## config.mk

```make
export PLATFORM = sky130hd
export DESIGN_NAME = frac_div_pipe
export DESIGN_NICKNAME = d
export VERILOG_FILES = /design/src/rtl/frac_div_pkg.sv /design/src/rtl/frac_div_stage.sv /design/src/rtl/frac_div_pipe.sv
export SDC_FILE = /design/constraint.sdc
export NUM_CORES = 1
export LEC_CHECK = 0
export CAP_MARGIN = 20
export CORE_UTILIZATION = 45
export DETAILED_ROUTE_END_ITERATION = 7
export PLACE_DENSITY = 0.64
export SYNTH_ARGS = -nofsm -noshare
export SYNTH_HDL_FRONTEND = slang
export SYNTH_HIERARCHICAL = 1
export SYNTH_SLANG_ARGS = --single-unit
```

## constraint.sdc

```tcl
create_clock -name clk -period 4.85 [get_ports clk]
set_input_delay 0.97 -clock clk [delete_from_list [all_inputs] [get_ports clk]]
set_output_delay 0.97 -clock clk [all_outputs]
set_load 0.01 [all_outputs]
```

## src/rtl/frac_div_pkg.sv

```systemverilog
// frac_div_pkg: shared types, constants and stage-boundary helpers for frac_div_pipe.
// Contents: fd_flags_t stage payload flags, invalid-result constants,
// stage_lo/stage_hi quotient-bit range of a pipeline stage.
package frac_div_pkg;

    // Control part of every stage register; the data part (r, q, den, tag)
    // is sized by the module parameters and lives beside it in the stage.
    typedef struct packed {
        logic valid;
        logic inval;
    } fd_flags_t;

    localparam logic INV_STICKY = 1'b1;
    localparam logic INV_INVAL  = 1'b1;

    // Lowest quotient bit resolved by stage s (stage 0 owns the top bits).
    function automatic int stage_lo(input int s, input int n, input int stages);
        return (stages - s - 1) * n / stages;
    endfunction

    // Highest quotient bit resolved by stage s.
    function automatic int stage_hi(input int s, input int n, input int stages);
        return (stages - s) * n / stages - 1;
    endfunction

endpackage

```

## src/rtl/frac_div_stage.sv

```systemverilog
// frac_div_stage: one restoring-division slice resolving quotient bits HI..LO, then registered.
// Ports: clk, rst (sync, active-high), en (pipeline advance),
//        f/r/q/den/tag  incoming payload,
//        f_q/r_q/q_q/den_q/tag_q  registered payload.
// FULL_R=0 keeps only the OR of the final remainder (bit 0 of r_q).
module frac_div_stage
    import frac_div_pkg::*;
#(
    parameter int WIDTH  = 8,
    parameter int TAG_W  = 4,
    parameter int LO     = 0,
    parameter int HI     = 0,
    parameter bit FULL_R = 1'b1
) (
    input  logic             clk,
    input  logic             rst,
    input  logic             en,
    input  fd_flags_t        f,
    input  logic [WIDTH:0]   r,
    input  logic [WIDTH:0]   q,
    input  logic [WIDTH-1:0] den,
    input  logic [TAG_W-1:0] tag,
    output fd_flags_t        f_q,
    output logic [WIDTH:0]   r_q,
    output logic [WIDTH:0]   q_q,
    output logic [WIDTH-1:0] den_q,
    output logic [TAG_W-1:0] tag_q
);

    logic [WIDTH:0]   r_n;
    logic [WIDTH:0]   q_n;
    logic [WIDTH+1:0] diff;

    // Bit WIDTH is the integer bit and compares r unshifted; every lower bit
    // doubles r first. A borrow out of the subtraction means r < den.
    always_comb begin
        r_n  = r;
        q_n  = q;
        diff = '0;
        for (int i = HI; i >= LO; i--) begin
            r_n  = (i == WIDTH) ? r_n : r_n << 1;
            diff = {1'b0, r_n} - {2'b0, den};
            q_n  = diff[WIDTH+1] ? q_n : q_n | ((WIDTH+1)'(1) << i);
            r_n  = diff[WIDTH+1] ? r_n : diff[WIDTH:0];
        end
    end

    always_ff @(posedge clk) begin
        if (rst) begin
            f_q   <= '0;
            r_q   <= '0;
            q_q   <= '0;
            den_q <= '0;
            tag_q <= '0;
        end else if (en) begin
            f_q   <= f;
            r_q   <= FULL_R ? r_n : {{WIDTH{1'b0}}, |r_n};
            q_q   <= q_n;
            den_q <= den;
            tag_q <= tag;
        end
    end

endmodule

```

## src/rtl/frac_div_pipe.sv

```systemverilog
// frac_div_pipe: pipelined unsigned restoring fraction divider, quot = floor(num*2^WIDTH/den).
// Ports: clk, rst (sync, active-high); in_valid/in_ready, num, den, in_tag;
//        out_valid/out_ready, quot, rem (only with FRAC_DIV_REM_EN), sticky, inval, out_tag.
// Option macro FRAC_DIV_REM_EN: exposes the final remainder on rem.
module frac_div_pipe
    import frac_div_pkg::*;
#(
    parameter int WIDTH  = 8,
    parameter int STAGES = 6,
    parameter int TAG_W  = 4
) (
    input  logic             clk,
    input  logic             rst,
    input  logic             in_valid,
    output logic             in_ready,
    input  logic [WIDTH-1:0] num,
    input  logic [WIDTH-1:0] den,
    input  logic [TAG_W-1:0] in_tag,
    output logic             out_valid,
    input  logic             out_ready,
    output logic [WIDTH:0]   quot,
`ifdef FRAC_DIV_REM_EN
    output logic [WIDTH-1:0] rem,
`endif
    output logic             sticky,
    output logic             inval,
    output logic [TAG_W-1:0] out_tag
);

    localparam int N = WIDTH + 1;
`ifdef FRAC_DIV_REM_EN
    localparam bit KEEP_REM = 1'b1;
`else
    localparam bit KEEP_REM = 1'b0;
`endif

    // Index 0 is the entry payload; index s+1 is the register of stage s.
    fd_flags_t        sf [STAGES+1];
    logic [WIDTH:0]   sr [STAGES+1];
    logic [WIDTH:0]   sq [STAGES+1];
    logic [WIDTH-1:0] sd [STAGES+1];
    logic [TAG_W-1:0] st [STAGES+1];
    logic             adv;

    // The whole pipe moves in lock step; a held output freezes every stage.
    assign adv      = !out_valid || out_ready;
    assign in_ready = adv;

    assign sf[0] = '{valid: in_valid, inval: (den == '0) || (num > den)};
    assign sr[0] = {1'b0, num};
    assign sq[0] = '0;
    assign sd[0] = den;
    assign st[0] = in_tag;

    for (genvar s = 0; s < STAGES; s++) begin : g_stage
        frac_div_stage #(
            .WIDTH  (WIDTH),
            .TAG_W  (TAG_W),
            .LO     (stage_lo(s, N, STAGES)),
            .HI     (stage_hi(s, N, STAGES)),
            .FULL_R ((s < STAGES - 1) || KEEP_REM)
        ) u_stage (
            .clk   (clk),
            .rst   (rst),
            .en    (adv),
            .f     (sf[s]),
            .r     (sr[s]),
            .q     (sq[s]),
            .den   (sd[s]),
            .tag   (st[s]),
            .f_q   (sf[s+1]),
            .r_q   (sr[s+1]),
            .q_q   (sq[s+1]),
            .den_q (sd[s+1]),
            .tag_q (st[s+1])
        );
    end

    // Invalid operands ride the pipe with garbage data and are overridden here.
    assign out_valid = sf[STAGES].valid;
    assign inval     = sf[STAGES].inval ? INV_INVAL : 1'b0;
    assign quot      = sf[STAGES].inval ? '1 : sq[STAGES];
    assign sticky    = sf[STAGES].inval ? INV_STICKY : |sr[STAGES];
    assign out_tag   = st[STAGES];
`ifdef FRAC_DIV_REM_EN
    assign rem       = sf[STAGES].inval ? '0 : sr[STAGES][WIDTH-1:0];
`endif

endmodule
```

==> impl_metrics.json <==
{
  "dr_total_vias": 8288,
  "crit_cells": 16,
  "reg2reg_from": "g_stage[3].u_stage/den_q[1]",
  "crit_chain": "clkdlybuf4s50_1 > inv_1 > ha_1 > a211oi_1 > o21ai_1 > o21ai_2 > and2_4 > mux2i_1 > ha_1 > nor2_1 > a21oi_1 > a21oi_1 > nand2b_1 > nand4b_1 > o311ai_0 > a311oi_1",
  "p_per_area_mw_per_mm2": 536,
  "hold_path_class": "reg2reg",
  "placed_cells": 1484,
  "numCtsBuffers": 17,
  "cts.path.max_buffers": 2,
  "period_share_pct": 91.2,
  "required_ns": 5.18,
  "final_nets": 1321,
  "final_area_mm2": 0.0116,
  "cp-start-kind": "input pin",
  "ios": 41,
  "outcome": "finished, final reports clean",
  "worst_pin_slew_ns": 0.662,
  "crit_buf_inv": 2,
  "r2r_slack_ns": 0.53,
  "syn_avg_cell_area_um2": 8.74,
  "fp-row-count": 55,
  "grt.total_usage_pct": 19.3,
  "die_y_um": 154,
  "grt_setup_unrepaired": "false",
  "grt_overflow": 0,
  "synth_area_mm2": 0.0104,
  "cp_max_fo": 6,
  "dieArea_mm2": 0.0237,
  "cpMaxStageDelayCell": "clkdlybuf4s50_1",
  "cts_htree_levels": 4,
  "routed_wl_um": 22000,
  "syn_inst": 1188,
  "via_per_inst": 5.47,
  "grt_pass1_wl_um": 37600,
  "endpoint": "g_stage[0].u_stage/r_q[5]",
  "ff2ff_path_depth": 15,
  "instances_no_fill": 1516,
  "cts_hold_buf": 0,
  "min_period_ns": 4.42,
  "drc": 0,
  "cts.sinks": 171,
  "fillCellCount": 2095,
  "syn2layout_area_growth_pct": 12.0,
  "portBuffers": 40,
  "root_buffer": "clkbuf_16",
  "hold_violations": 0,
  "coreArea_mm2": 0.0226,
  "drive_above_1_share_pct": 8.29,
  "start_util_pct": 45.9,
  "rr_endpoint": "g_stage[4].u_stage/r_q[4]",
  "first_global_vias": 7669,
  "drtIter0Drc": 407,
  "drv_slew": 0,
  "cts_resized": 0,
  "setup_tns_ns": 0,
  "antenna_found_initial": 0,
  "multiInputGateArea_mm2": 0.00639,
  "diodes": 0,
  "ir_worst_vdd_uv": 273,
  "cts_setup_buffers": 0,
  "max_stage_delay_ns": 0.53,
  "yosysWarnings": 6,
  "gp_congestion": 0.887,
  "skew_ns": 0.0119,
  "clkTransAtPathRegs_ns": 0.08,
  "max_freq_mhz": 226,
  "leakagePower_nw": 5.58,
  "drt_pre_antenna_iters": 5,
  "crit_path_end_kind": "flip-flop",
  "critPathArrivalTime_ns": 4.76,
  "worst-setup-path-type": "in2reg",
  "critPathTopFamily": "compound AO/OA/AOI/OAI gates",
  "place_area_mm2": 0.0110,
  "maxCapViolCount": 0,
  "cts_tree": "done",
  "max_slew_margin_pct": 55.8,
  "drtAntennaViolNets": 0,
  "insertion_delay_ns": 0.43,
  "grt_max_degree": 93,
  "routedWlPerCell_um": 14.5,
  "place_hpwl_um": 16400,
  "worstSetupStartpoint": "den[6]",
  "finalSetupViolCount": 0,
  "die_w_um": 154,
  "final-seq-area_mm2": 0.00342
}
-- area by class of cell --
class                           count  share of cell area (%)
Clock buffer                       17                    3.66
Clock inverter                     15                    1.88
Inverter                           83                    2.68
Multi-Input combinational cell    893                    55.0
Sequential cell                   171                    29.4
Tap cell                          285                    3.06
Timing Repair Buffer               52                    4.33
-- tightest hold or removal path, cell delays in order (launching register included) --
cell,delay (ns)
dfxtp_1,0.31
nor2_1,0.08
nor3_1,0.04
-- routing by layer --
metal	share of wire [%]	global-route usage [%]	up-vias
li1	-	-	4287
met1	49	25.8	3860
met2	47	31.8	125
met3	2.6	3.16	16
met4	0.97	5.67	0
met5	0	0	-
-- report_power, final --
part	switching (mW)	internal, mW
registers	0.144	1.60
clock network	0.700	0.728
logic	1.70	1.36
-- sequential cells by signal (all words and copies together) (netlist names) --
name,flops
g_stage.u_stage/q_q,54
g_stage.u_stage/tag_q,24
g_stage.u_stage/den_q,40
g_stage.u_stage/f_q,12
g_stage.u_stage/r_q,41
-- metrics by stage --
| step | util, % | hold WS (ns) | setup slack [ns] | total power, mW |
|---|---|---|---|---|
| global route | 51.4 | 0.495 | 0.158 | 6.69 |
| finish | 51.4 | 0.475 | 0.427 | 6.23 |
| floorplan | - | 0.448 | 0.774 | 4.19 |
| global placement | 48.5 | 0.458 | 0.133 | 4.76 |
| detailed placement | 48.5 | 0.465 | 0.0239 | 4.80 |
| CTS | 51.4 | 0.478 | 0.479 | 6.25 |
-- cell usage in the layout (no fill, tap or decap), types with 6 or more instances in the layout --
| cell | instances |
|---|---|
| xnor2_1 | 19 |
| o21ai_0 | 33 |
| buf_4 | 11 |
| clkbuf_16 | 17 |
| o211ai_1 | 7 |
| mux2_2 | 7 |
| nand3_1 | 29 |
| inv_1 | 83 |
| a311oi_1 | 18 |
| mux2i_1 | 135 |
| nand2_1 | 39 |
| a21oi_1 | 40 |
| ha_1 | 72 |
| xor2_1 | 7 |
| a21o_1 | 11 |
| conb_1 | 19 |
| nor3_1 | 17 |
| nor2b_1 | 9 |
| nor2_1 | 216 |
| or2_2 | 12 |
| fa_1 | 7 |
| dfxtp_1 | 171 |
| o31ai_1 | 11 |
| o21a_1 | 15 |
| clkdlybuf4s50_1 | 39 |
| nor4_1 | 9 |
| inv_12 | 6 |
| a211oi_1 | 29 |
| nand2b_1 | 12 |
-- worst min path at each step --
stage,from,endpoint,slack (ns),cells after the start
final,g_stage[5].u_stage/q_q[0],g_stage[5].u_stage/q_q[0],0.48,2
after global routing,g_stage[3].u_stage/q_q[1],g_stage[4].u_stage/q_q[1],0.49,2
after CTS,g_stage[3].u_stage/q_q[1],g_stage[4].u_stage/q_q[1],0.48,2
after detailed placement,g_stage[5].u_stage/q_q[0],g_stage[5].u_stage/q_q[0],0.47,2
after global placement,g_stage[3].u_stage/q_q[1],g_stage[4].u_stage/q_q[1],0.46,2
after floorplan,g_stage[3].u_stage/q_q[1],g_stage[4].u_stage/q_q[1],0.45,2
(Power assumes the default switching activity.)
